--- src/rtl/touch_key_ctrl_if.sv ---
// touch_key_ctrl_if: touch-key input and LED/press outputs of touch_key_ctrl
interface touch_key_ctrl_if;
   logic touch_key;
   logic led_out;
   logic press_pulse;
   modport master (output touch_key, input led_out, press_pulse);
   modport slave (input touch_key, output led_out, press_pulse);
endinterface

--- src/rtl/touch_key_ctrl.sv ---
// touch_key_ctrl: synchronise and debounce an active-low touch key, toggle led_out once per press
module touch_key_ctrl #(
   parameter int DEBOUNCE_CYCLES = 2,
   parameter int CNT_W = 16,
   parameter logic LED_INIT = 1'b0
) (
   input logic sys_clk,
   input logic sys_rst_n,
   touch_key_ctrl_if.slave k
);
   localparam logic [CNT_W-1:0] CNT_LAST = CNT_W'(DEBOUNCE_CYCLES - 1);
   logic sync_1, sync_2, key_filt, led_q, pulse_q;
   logic [CNT_W-1:0] cnt;
   // sys_rst_n is active-high despite its name
   always_ff @(posedge sys_clk) begin
      if (sys_rst_n) begin
         sync_1 <= 1'b1;
         sync_2 <= 1'b1;
         key_filt <= 1'b1;
         cnt <= '0;
         pulse_q <= 1'b0;
         led_q <= LED_INIT;
      end else begin
         sync_1 <= k.touch_key;
         sync_2 <= sync_1;
         pulse_q <= 1'b0;
         if (sync_2 == key_filt) cnt <= '0;
         else if (cnt == CNT_LAST) begin
            key_filt <= sync_2;
            cnt <= '0;
            if (!sync_2) begin
               pulse_q <= 1'b1;
               led_q <= ~led_q;
            end
         end else cnt <= cnt + 1'b1;
      end
   end
   assign k.led_out = led_q;
   assign k.press_pulse = pulse_q;
endmodule

--- src/flat_wrapper.sv ---
// flat-port wrapper written by rule: the top's interface ports become plain ports
module touch_key_ctrl_flat 
#(
   parameter int DEBOUNCE_CYCLES = 2,
   parameter int CNT_W = 16,
   parameter logic LED_INIT = 1'b0
)
  (sys_clk, sys_rst_n, k_touch_key, k_led_out, k_press_pulse);
  touch_key_ctrl_if k_i ();
  input logic sys_clk;
  input logic sys_rst_n;
  input wire logic [$bits(k_i.touch_key)-1:0] k_touch_key;
  output wire logic [$bits(k_i.led_out)-1:0] k_led_out;
  output wire logic [$bits(k_i.press_pulse)-1:0] k_press_pulse;
  assign k_i.touch_key = k_touch_key;
  assign k_led_out = k_i.led_out;
  assign k_press_pulse = k_i.press_pulse;
  touch_key_ctrl #(.DEBOUNCE_CYCLES(DEBOUNCE_CYCLES), .CNT_W(CNT_W), .LED_INIT(LED_INIT)) u_core (.sys_clk(sys_clk), .sys_rst_n(sys_rst_n), .k(k_i));
endmodule
--- config.mk ---
export PLATFORM = sky130hd
export DESIGN_NAME = touch_key_ctrl_flat
export DESIGN_NICKNAME = d
export VERILOG_FILES = /design/src/rtl/touch_key_ctrl_if.sv /design/src/rtl/touch_key_ctrl.sv /design/src/flat_wrapper.sv
export SDC_FILE = /design/constraint.sdc
export NUM_CORES = 1
export LEC_CHECK = 0
export CAP_MARGIN = 20
export CORE_MARGIN = 4
export CORE_UTILIZATION = 51
export DETAILED_ROUTE_END_ITERATION = 7
export PLACE_DENSITY = 0.7
export SYNTH_ARGS = -nofsm -noshare
export SYNTH_HDL_FRONTEND = slang
export SYNTH_SLANG_ARGS = --single-unit
export TNS_END_PERCENT = 50
--- constraint.sdc ---
create_clock -name sys_clk -period 3.6 [get_ports sys_clk]
set_input_delay 0.36 -clock sys_clk [delete_from_list [all_inputs] [get_ports sys_clk]]
set_output_delay 0.36 -clock sys_clk [all_outputs]
set_load 0.05 [all_outputs]
Word level (Yosys, flattened, before mapping):

Index checks and enable logic that the tools add are counted.

* eq/ne operators: 2
* multiplexer cells: 1
* reductions and logical operators: 4
* bitwise gates (word level): 4
* $add $sub $neg: 1

Operator list (number)
* $add A16 B1 Y16 const B: 1
* $eq A16 B1 Y1 const B: 1
* $reduce_or A3 Y1: 2
* $not A1 Y1: 4
* $reduce_and A3 Y1: 1
* $reduce_and A2 Y1: 1
* $eq A1 B1 Y1: 1
* $mux W1: 1

* flip-flop bits (word level): 21
* output and inout port bits: 2
* bits of input ports: 3
* word-level logic and storage cells: 18

Logic depth before layout (Yosys ltp):

* depth in word-level cells: 3
* gate-level depth with buffers: 7
* mapped depth without buffers: 6

Least setup slack after synthesis:

No wires, ideal clock.

* path type: register to register
* from: reg u_core.cnt[0]
* to: reg u_core.cnt[15]
* path slack: 2237 ps
* arrival time: 1249 ps
* clock period less this slack: 1363 ps
* library setup time: 115 ps
* data required time: 3485 ps
* path buffers: 1
* stages on the path, launching flop included: 7
* path through: dfxtp_1 ha_1 nor4b_2 nand4_1 nand2_1 buf_4 nor2_1

* word-level cells in the longest chain between the ends: 2
* elaborated cells on any way between the ends: 3
* classes of those cells: 1 x add/sub; 1 x eq/ne; 1 x reduce/logical

Ends and longest elaborated chain
* start, declared: RTL line touch_key_ctrl.sv:13 `logic [CNT_W-1:0] cnt;`
* start signal, assigned: RTL line touch_key_ctrl.sv:35 `end else cnt <= cnt + 1'b1;`
* branches (longest 2 deep; another with $add A16 B1 Y16)

Several ways; the timed one is not identified.
A chain may end at the register's enable or synchronous reset.

Worst setup path in the final report:

* from: reg u_core.led_q (netlist: u_core.k.led_out)
* to: out k_led_out

RTL lines
* start, declared: RTL line touch_key_ctrl.sv:12 `logic sync_1, sync_2, key_filt, led_q, pulse_q;`
* start signal, assigned: RTL line touch_key_ctrl.sv:33 `led_q <= ~led_q;`
* end, declared: RTL line flat_wrapper.sv:13 `output wire logic [$bits(k_i.led_out)-1:0] k_led_out;`

No word-level cell between the ends.

==> impl_metrics.json <==
{
  "area_growth_pct": 9.03,
  "regArea_sq_um": 420,
  "yosysWarnings": 0,
  "fp.dieH_um": 49.7,
  "ant_nets": 0,
  "dpl_worst_slack_ns": 1.94,
  "hold_viol_final": 0,
  "rsz0062_at_grt": "no",
  "whs_endpoint": "u_core.sync_2$_SDFF_PP1_",
  "post-cts-setup-buffers": 0,
  "fp.dieW_um": 49.7,
  "rr_endpoint": "u_core.cnt[14]$_SDFF_PP0_",
  "core-area_sq_um": 1580,
  "clk_pin_slew_ns": 0.11,
  "synth.avg_cell_area_sq_um": 8.96,
  "antenna_found_initial": 0,
  "drv_cap": 0,
  "p_int_uw": 280,
  "numPortBuffers": 4,
  "start_util_pct": 56.3,
  "grt_overflow": 0,
  "drc": 0,
  "arrival_ns": 1.46,
  "crit_slowest_cell": "clkdlybuf4s50_1",
  "min_from": "u_core.sync_1$_SDFF_PP1_",
  "crit_required_ns": 3.24,
  "power.density_nw_per_um2": 365,
  "r2r-start": "u_core.cnt[0]$_SDFF_PP0_",
  "final-max-slew-violation-count": 0,
  "drive_above_1_share_pct": 7.55,
  "hold_depth": 1,
  "synth_cell_type_count": 19,
  "synth-seq-cells": 21,
  "netlist_area_sq_um": 887,
  "cts_sinks": 21,
  "post-route-period-util_pct": 50.5,
  "drt_wl_total_mm": 1.44,
  "cts_tree": "built",
  "via_count": 659,
  "drtIter0Drc": 9,
  "setup_ws_ns": 1.78,
  "skew_ns": 0.00523,
  "p_clk_share_pct": 31.0,
  "fillers": 146,
  "numCtsBuffers": 3,
  "ys_seq_area_share_pct": 47.4,
  "grt_use_total_pct": 13.6,
  "dp_hpwl_mm": 1.11,
  "critical_path.startpoint_type": "flip-flop",
  "grt_max_degree": 17,
  "path_buf_inv": 1,
  "cts_htree_levels": 1,
  "critPathKind": "flip-flop to primary output",
  "synth_nets": 105,
  "p_switching_uw": 73.8,
  "drt-vias-per-instance": 5.40,
  "ioPinCount": 5,
  "max-clock-path-buffers": 2,
  "diodes": 0,
  "ir_drop_uv": 232,
  "p_leak_uw": 0.000299,
  "cts_hold_buf": 0,
  "crit_fanout": 3,
  "pwr-share-comb_pct": 2.6,
  "r2r_slack_ns": 1.94,
  "slew-limit-headroom_pct": 66.9,
  "outcome": "completed",
  "critical_path.top_delay_family": "buffers and inverters",
  "power_frac_seq_pct": 66.4,
  "dr.pass1.iters": 4,
  "grt_pass1_vias": 600,
  "stdcell_count": 122,
  "cts_resized": 0,
  "cp-end-kind": "primary output",
  "setup_violations": 0,
  "wl_per_cell_um": 11.8,
  "rr_worst_depth": 5,
  "max_stage_delay_ns": 0.80,
  "tightest_slew_ns": 0.495,
  "min_period_ns": 1.82,
  "rows": 14,
  "gp_congestion": 0.791,
  "crit_chain": "clkdlybuf4s50_1",
  "fin_setup_tns_ns": 0,
  "synthCells": 99,
  "min_path_type": "flip-flop to flip-flop",
  "max_freq_ghz": 0.550,
  "grt_pass1_wl_mm": 2.63,
  "multi_input_area_sq_um": 437,
  "clkLatencyLatePin_ns": 0.30,
  "layout.nets": 113,
  "die_area_sq_um": 2470,
  "root_buffer": "clkbuf_4",
  "p_sw_share_pct": 20.9,
  "dp_cells": 118
}
cells by family (layout without fill, tap and decap cells):
| logic type | count (synthesis) | in the layout | share of synthesized area [%] |
|---|---|---|---|
| simple gates | 50 | 50 | 28.5 |
| flops | 21 | 21 | 47.4 |
| xor+xnor | 14 | 14 | 13.8 |
| buf+inv | 7 | 14 | 3.39 |
| compound gates | 4 | 4 | 2.68 |
| fa+ha+maj | 3 | 3 | 4.23 |
power by group through the flow:
| stage | sequential [uW] | clock [uW] | combinational [uW] |
|---|---|---|---|
| 5_1_grt | 235 | 122 | 10.7 |
| 3_5_place_dp | 240 | 0 | 9.35 |
| 4_1_cts | 235 | 113 | 9.35 |
| 2_1_floorplan | 240 | 0 | 5.34 |
| 3_3_place_gp | 240 | 0 | 9.01 |
| 6_report | 235 | 109 | 9.18 |
synthesized netlist by cell type:
| master | number | area (sq um) |
|---|---|---|
| xor2_1 | 2 | 17.5 |
| or3_1 | 1 | 6.26 |
| buf_4 | 1 | 7.51 |
| or2_2 | 2 | 12.5 |
| nor2_1 | 20 | 75.1 |
| nor4b_2 | 1 | 15.0 |
| nand4_1 | 3 | 18.8 |
| nand4_2 | 1 | 12.5 |
| xnor2_1 | 12 | 105 |
| o21ai_0 | 2 | 10.0 |
| dfxtp_1 | 21 | 420 |
| nand2_1 | 6 | 22.5 |
| o311ai_0 | 1 | 8.76 |
| nor4_1 | 8 | 50.1 |
| nand3_1 | 4 | 20.0 |
| nor3_1 | 4 | 20.0 |
| ha_1 | 3 | 37.5 |
| a21oi_1 | 1 | 5.00 |
| inv_1 | 6 | 22.5 |
cell type report:
type                       count  share of cell area (%)
inverter                       6                    2.33
clock buffer                   3                    2.33
timing repair buffer           4                    4.14
multi-input combinational     71                    45.1
sequential                    21                    43.5
tap                           16                    2.07
clock inverter                 1                   0.517
metal layers:
| layer | track usage, % | part of all wire (%) |
|---|---|---|
| met1 | 18.7 | 52 |
| met2 | 19.8 | 44 |
| met3 | 3.61 | 2.7 |
| met4 | 5.53 | 0.98 |
| met5 | 0 | 0 |
layout by cell type (no fill, tap or decap), drive strengths merged:
master	netlist	routed
clkdlybuf4s50	0	4
clkbuf	0	3
xor2	2	2
a21oi	1	1
nor2	20	20
o21ai	2	2
nor4b	1	1
o311ai	1	1
nor4	8	8
nand2	6	6
ha	3	3
dfxtp	21	21
inv	6	6
nand4	4	4
or3	1	1
xnor2	12	12
nand3	4	4
or2	2	2
nor3	4	4
clkinv	0	1
worst max-delay path by stage:
stage	cells past startpoint	to	from
2_1_floorplan	6	u_core.cnt[15]$_SDFF_PP0_	u_core.cnt[0]$_SDFF_PP0_
3_3_place_gp	4	u_core.cnt[11]$_SDFF_PP0_	u_core.cnt[10]$_SDFF_PP0_
3_5_place_dp	5	u_core.cnt[10]$_SDFF_PP0_	u_core.cnt[0]$_SDFF_PP0_
4_1_cts	1	k_led_out	u_core.k.led_out$_SDFFE_PP0P_
5_1_grt	5	u_core.cnt[10]$_SDFF_PP0_	u_core.cnt[0]$_SDFF_PP0_
6_report	1	k_led_out	u_core.k.led_out$_SDFFE_PP0P_
registers in the layout (all words and copies together) (netlist names):
signal / flops
u_core.cnt: 16
u_core.sync_2: 1
u_core.key_filt: 1
u_core.k.press_pulse: 1
u_core.k.led_out: 1
u_core.sync_1: 1
through the flow:
stage               hold slack [ns]  util (%)  instance area (sq um)  power, uW
floorplan                     0.389         -                    887        245
global placement              0.392      59.6                    940        249
detailed placement            0.397      59.6                    940        249
CTS                           0.427      61.3                    967        357
global route                  0.458      61.3                    967        368
finish                        0.423      61.3                    967        353
Note: power is estimated with default switching activity, not from simulation.
